[src/rtl/updown_counter.sv]
// ----------------------------------------------------------------------------
// updown_counter
//
// Bidirectional counter over the programmable range [MIN, MAX] that moves by
// STEP on each enabled cycle. At a boundary it either wraps or saturates
// (SATURATE). Supports a synchronous load that clamps into range and gives
// single-cycle overflow/underflow pulses. All outputs are registered.
//
// Optional feature (macro COUNTER_SNAPSHOT_EN, normally set in config.vh):
//   adds snap_i / snap_count_o. When snap_i is high, the count from before
//   the edge is captured into snap_count_o.
//
// Ports:
//   clk_i         clock, rising edge
//   rst_i         synchronous active-high reset
//   clr_i         synchronous clear, same result as reset
//   en_i          count enable
//   dir_i         1 = up (+STEP), 0 = down (-STEP)
//   load_i        synchronous load of load_val_i (clamped into [MIN, MAX])
//   load_val_i    load value
//   snap_i        capture strobe           (COUNTER_SNAPSHOT_EN only)
//   snap_count_o  captured count           (COUNTER_SNAPSHOT_EN only)
//   count_o       current count
//   overflow_o    1-cycle pulse, an up-step crossed MAX
//   underflow_o   1-cycle pulse, a down-step crossed MIN
//   at_max_o      count_o == MAX
//   at_min_o      count_o == MIN
// ----------------------------------------------------------------------------
module updown_counter #(
    parameter int unsigned     NBITS    = 8,
    parameter longint unsigned MIN      = 0,
    parameter longint unsigned MAX      = (64'd1 << NBITS) - 64'd1,
    parameter longint unsigned STEP     = 1,
    parameter bit              SATURATE = 1'b0
) (
    input  logic             clk_i,
    input  logic             rst_i,
    input  logic             clr_i,
    input  logic             en_i,
    input  logic             dir_i,
    input  logic             load_i,
    input  logic [NBITS-1:0] load_val_i,
`ifdef COUNTER_SNAPSHOT_EN
    input  logic             snap_i,
    output logic [NBITS-1:0] snap_count_o,
`endif
    output logic [NBITS-1:0] count_o,
    output logic             overflow_o,
    output logic             underflow_o,
    output logic             at_max_o,
    output logic             at_min_o
);

    // Two extra bits: one for headroom above MAX and one for the sign below
    // zero, so count +/- STEP can never alias back into range.
    localparam int unsigned W = NBITS + 2;

    localparam logic signed [W-1:0] MinS   = W'(MIN);
    localparam logic signed [W-1:0] MaxS   = W'(MAX);
    localparam logic signed [W-1:0] StepS  = W'(STEP);
    localparam logic signed [W-1:0] RangeS = W'(MAX - MIN + 64'd1);
    localparam logic [NBITS-1:0]    MinV   = NBITS'(MIN);
    localparam logic [NBITS-1:0]    MaxV   = NBITS'(MAX);

    // Reject illegal configurations at elaboration.
    if (NBITS < 1 || NBITS > 32) begin : g_bad_nbits
        $fatal(1, "updown_counter: NBITS must be in 1..32");
    end else if (MIN >= MAX) begin : g_bad_range
        $fatal(1, "updown_counter: MIN must be below MAX");
    end else if (MAX >= (64'd1 << NBITS)) begin : g_bad_max
        $fatal(1, "updown_counter: MAX does not fit in NBITS");
    end else if (STEP == 0) begin : g_bad_step_zero
        $fatal(1, "updown_counter: STEP must be nonzero");
    end else if (STEP > MAX - MIN) begin : g_bad_step_big
        $fatal(1, "updown_counter: STEP exceeds MAX-MIN");
    end

    logic [NBITS-1:0] count_d, count_q;
    logic             overflow_d, overflow_q;
    logic             underflow_d, underflow_q;
    logic             at_max_d, at_max_q;
    logic             at_min_d, at_min_q;

    logic signed [W-1:0] cur_s, up_s, dn_s, ld_s, up_wrap_s, dn_wrap_s;

    always_comb begin
        cur_s     = {2'b00, count_q};
        ld_s      = {2'b00, load_val_i};
        up_s      = cur_s + StepS;
        dn_s      = cur_s - StepS;
        // Wrapping by one full range length equals MIN + (next - MAX - 1)
        // going up and MAX - (MIN - next - 1) going down.
        up_wrap_s = up_s - RangeS;
        dn_wrap_s = dn_s + RangeS;

        count_d     = count_q;
        overflow_d  = 1'b0;
        underflow_d = 1'b0;

        if (clr_i) begin
            count_d = MinV;
        end else if (load_i) begin
            if (ld_s < MinS) begin
                count_d = MinV;
            end else if (ld_s > MaxS) begin
                count_d = MaxV;
            end else begin
                count_d = load_val_i;
            end
        end else if (en_i) begin
            if (dir_i) begin
                if (up_s > MaxS) begin
                    overflow_d = 1'b1;
                    count_d    = SATURATE ? MaxV : up_wrap_s[NBITS-1:0];
                end else begin
                    count_d = up_s[NBITS-1:0];
                end
            end else begin
                if (dn_s < MinS) begin
                    underflow_d = 1'b1;
                    count_d     = SATURATE ? MinV : dn_wrap_s[NBITS-1:0];
                end else begin
                    count_d = dn_s[NBITS-1:0];
                end
            end
        end

        at_max_d = (count_d == MaxV);
        at_min_d = (count_d == MinV);
    end

    always_ff @(posedge clk_i) begin
        if (rst_i) begin
            count_q     <= MinV;
            overflow_q  <= 1'b0;
            underflow_q <= 1'b0;
            at_max_q    <= 1'b0;
            at_min_q    <= 1'b1;
        end else begin
            count_q     <= count_d;
            overflow_q  <= overflow_d;
            underflow_q <= underflow_d;
            at_max_q    <= at_max_d;
            at_min_q    <= at_min_d;
        end
    end

    assign count_o     = count_q;
    assign overflow_o  = overflow_q;
    assign underflow_o = underflow_q;
    assign at_max_o    = at_max_q;
    assign at_min_o    = at_min_q;

`ifdef COUNTER_SNAPSHOT_EN
    logic [NBITS-1:0] snap_count_d, snap_count_q;

    // Captures count_q, not count_d, so a snap in a load cycle keeps the old value.
    always_comb begin
        snap_count_d = snap_count_q;
        if (clr_i) begin
            snap_count_d = MinV;
        end else if (snap_i) begin
            snap_count_d = count_q;
        end
    end

    always_ff @(posedge clk_i) begin
        if (rst_i) begin
            snap_count_q <= MinV;
        end else begin
            snap_count_q <= snap_count_d;
        end
    end

    assign snap_count_o = snap_count_q;
`endif

endmodule
[config.mk]
export PLATFORM = sky130hd
export DESIGN_NAME = updown_counter
export DESIGN_NICKNAME = d
export VERILOG_FILES = /design/src/rtl/updown_counter.sv
export SDC_FILE = /design/constraint.sdc
export NUM_CORES = 1
export LEC_CHECK = 0
export BUFFER_PORTS_ARGS = -buffer_cell sky130_fd_sc_hd__buf_4
export CORE_UTILIZATION = 35
export DETAILED_ROUTE_END_ITERATION = 16
export GPL_TIMING_DRIVEN = 0
export PLACE_DENSITY = 0.67
export RECOVER_POWER = 25
export SKIP_LAST_GASP = 1
export SLEW_MARGIN = 15
export SYNTH_ARGS = -nofsm -noshare
export SYNTH_HDL_FRONTEND = slang
export SYNTH_SLANG_ARGS = --single-unit
export TNS_END_PERCENT = 30
[constraint.sdc]
create_clock -name clk_i -period 1.85 [get_ports clk_i]
set_input_delay 0 -clock clk_i [delete_from_list [all_inputs] [get_ports clk_i]]
set_output_delay 0 -clock clk_i [all_outputs]
set_load 0.005 [all_outputs]
==> metrics.md <==
| Metric | Value |
|---|---|
| Layout Nets | 148 |
| RSZ-0062 raised after global routing | yes |
| Gpl congestion | 0.879 |
| Crit-path leading delay family | compound AO/OA/AOI/OAI gates |
| Worst-path cell chain | or3_1 > o22ai_1 > a21boi_0 > o31ai_2 > nand3_1 > o31ai_1 |
| Overall Power | 0.669 mW |
| EDFF count, synth | 0 |
| WL/cell | 15.1 µm |
| Syn-to-layout area delta | 31.5% |
| Class of the worst hold path | in2reg |
| Die X | 52.0 µm |
| Syn_nets | 121 |
| Drt via density | 5.59 |
| Failing checks | negative setup slack |
| Multi-input logic area | 581 µm² |
| CP max FO | 6 |
| Fillcell total | 232 |
| Final cycle utilization of the critical path | 103% |
| Peak supply drop | 0.000613 V |
| H-tree Lvls | 1 |
| Most frequent cells in the layout | 23 x buf_4, 8 x inv_1, 7 x dfxtp_1, 7 x clkbuf_4 |
| Yosys Warn Count | 0 |
| Worst Setup Start Kind | flop |
| Synth Flop Type | dfxtp_1 |
| Fin. Hold Viols | 0 |
| Root Buffer | clkbuf_4 |
| Total core area | 0.00228 mm² |
| Post-Synthesis Cells | 104 |
| Worst setup margin | -58.7 ps |
| WS Path Type | reg2reg |
| DIE AREA | 0.00270 mm² |
| Power Density | 582 mW/mm² |
| CTS Buffer Depth | 2 |
| Crit-path slowest cell | or3_1 |
| Synth unique cells | 43 |
| Post-Syn Area | 873 µm² |
| DRT iter0 DRCs | 20 |
| Req. time, crit path | 2040 ps |
| Area occupied by registers | 251 µm² |
| Slew Viols, Final | 0 |
| Diodes inserted | 0 |
| Fmax | 0.524 GHz |
| Antenna Nets Post-Route | 0 |
| Port bufs | 23 |
| CP max stage delay | 420 ps |
| Async set-reset flop share out of synthesis | 0% |
| Gr ovfl total | 0 |
| Initial antenna violation count | 0 |
| Non-Filler Cell Area, Final | 0.00115 mm² |
| Endpoints failing setup | 2 |
| Critical Path End Type | flop |
| Placement Setup Slack | -239 ps |
| Count of buffer and inverter cells on the critical path | 0 |
| Min Tclk post-route | 1910 ps |
| IO Pins | 26 |
| Total routed wirelength | 2390 µm |
| Crit path arrival time | 2100 ps |
| Clock Latency Late Sink | 280 ps |
| FF+latch count, synth | 12 |
| Status | complete, but fails checks |
| GR Util All Layers | 20.0% |
| Sequential cell area fraction in the yosys report | 27.5% |
| DP Wirelength | 1690 µm |
| Placed inst area | 0.00108 mm² |
| Clk slew on worst S/H paths | 80 ps |
| Max-slew headroom | 69.8% |
| Max-cap violation count | 0 |
| Rows | 17 |
| Total CTS buffers | 3 |
| Vias in the first global route | 828 |
| Average size of a mapped cell | 8.40 µm² |
| CTS tree | yes |
| CTS sink count | 12 |
| First-pass GRT wire length | 3930 µm |
| Layout cells sized above 1 | 37.7% |
| Layout Skew | 0.807 ps |
| Drt pass-1 iters | 4 |
| Die height | 52.0 µm |
| Lkg Pwr | 0.497 nW |
| Largest net degree at the start of global routing | 11 |
| Total number of vias | 884 |
| Most common cell after layout, fill and taps aside | buf_4 |
| DRC | 0 |
| Initial Util | 38.4% |
| Worst slew pin tran | 453 ps |
[flip-flops by register name, summed over array words and instances (netlist names)]
name and cells:
count_o 8, at_max_o 1, at_min_o 1, overflow_o 1
underflow_o 1
[path summary, 6_finish.rpt]
path | startpoint | end | slack (ps) | cells after the start
max | count_o[1]$_SDFF_PP0_ | at_min_o$_SDFF_PP1_ | -60 | 6
min | load_val_i[1] | count_o[1]$_SDFF_PP0_ | 70 | 3
max reg2reg | count_o[1]$_SDFF_PP0_ | at_min_o$_SDFF_PP1_ | -60 | 6
min reg2reg | count_o[6]$_SDFF_PP0_ | overflow_o$_SDFF_PP0_ | 610 | 1
[power breakdown]
group	leakage [nW]	internal, mW	switching, mW
combinational	0.375	0.0855	0.0854
clock	0.0210	0.120	0.0948
sequential	0.101	0.268	0.0149
total	0.497	0.474	0.195
[logic make-up (layout without fill, tap and decap cells)]
kind of cell             after synthesis  after routing  synth area share [%]
AND/OR/NAND/NOR                       44             44                  32.1
AO/OA/AOI/OAI                         20             20                  16.6
buffers and inverters                 16             42                  9.74
flip-flops                            12             12                  27.5
adder cells (fa/ha/maj)                4              4                  5.44
XOR/XNOR                               4              4                  4.01
multiplexers                           4              4                  4.58
[metrics by stage]
step                      setup TNS [ps]  hold slack, ps  util [%]  cells
final                               -107            70.7      50.5    158
after global routing                -386             108      50.5    158
after CTS                           -173            79.2      49.8    158
after detailed placement            -557             366      47.5    155
after global placement              -472             346      47.5    155
after floorplan                        0             248         -    104
[worst min-delay path: cells and delay by family]
kind	cells	cell delay, ps
mux	1	90
simple gates	1	140
buf+inv	1	80
[cells in the mapped netlist (all sizes together) (2+ instances only)]
master	number	area (µm²)
a21boi	3	22.5
nand3	3	15.0
inv	8	30.0
xor2	3	26.3
clkbuf	3	12.5
nor2	4	15.0
nand2	6	22.5
dfxtp	12	240
mux2i	4	40.0
nand2b	2	12.5
and3	2	12.5
o21ai	3	15.0
or3	2	12.5
o22ai	2	18.8
buf	5	42.5
a21oi	3	15.0
nor3	9	45.0
o31ai	4	30.0
ha	3	37.5
nor4	3	18.8
nor4b	3	32.5
[layer usage]
| layer | wire length, µm | up-vias | global-route usage, % |
|---|---|---|---|
| met2 | 1210 | 28 | 32.7 |
| met3 | 152 | 2 | 5.85 |
| li1 | - | 431 | - |
| met4 | 14 | 0 | 4.50 |
| met5 | 0 | - | 0 |
| met1 | 1010 | 423 | 25.5 |
[timing repair]
item | 4_1_cts | 5_1_grt
gates resized for setup | 10 | 4
pin swaps | 4 | 6
endpoints found under the setup margin | 3 | 3
setup buffers | 2 | 0
hold buffers | 0 | 0
[area by class of cell]
class / instances / area share [%]
plain buffers: 5 / 2.40
clock buffers: 4 / 3.16
inverters: 8 / 2.61
multi-input cells: 76 / 50.5
flip-flops and latches: 12 / 21.9
well taps: 28 / 3.05
repair buffers: 25 / 16.3
No activity file was read; power rests on OpenSTA's default activity.
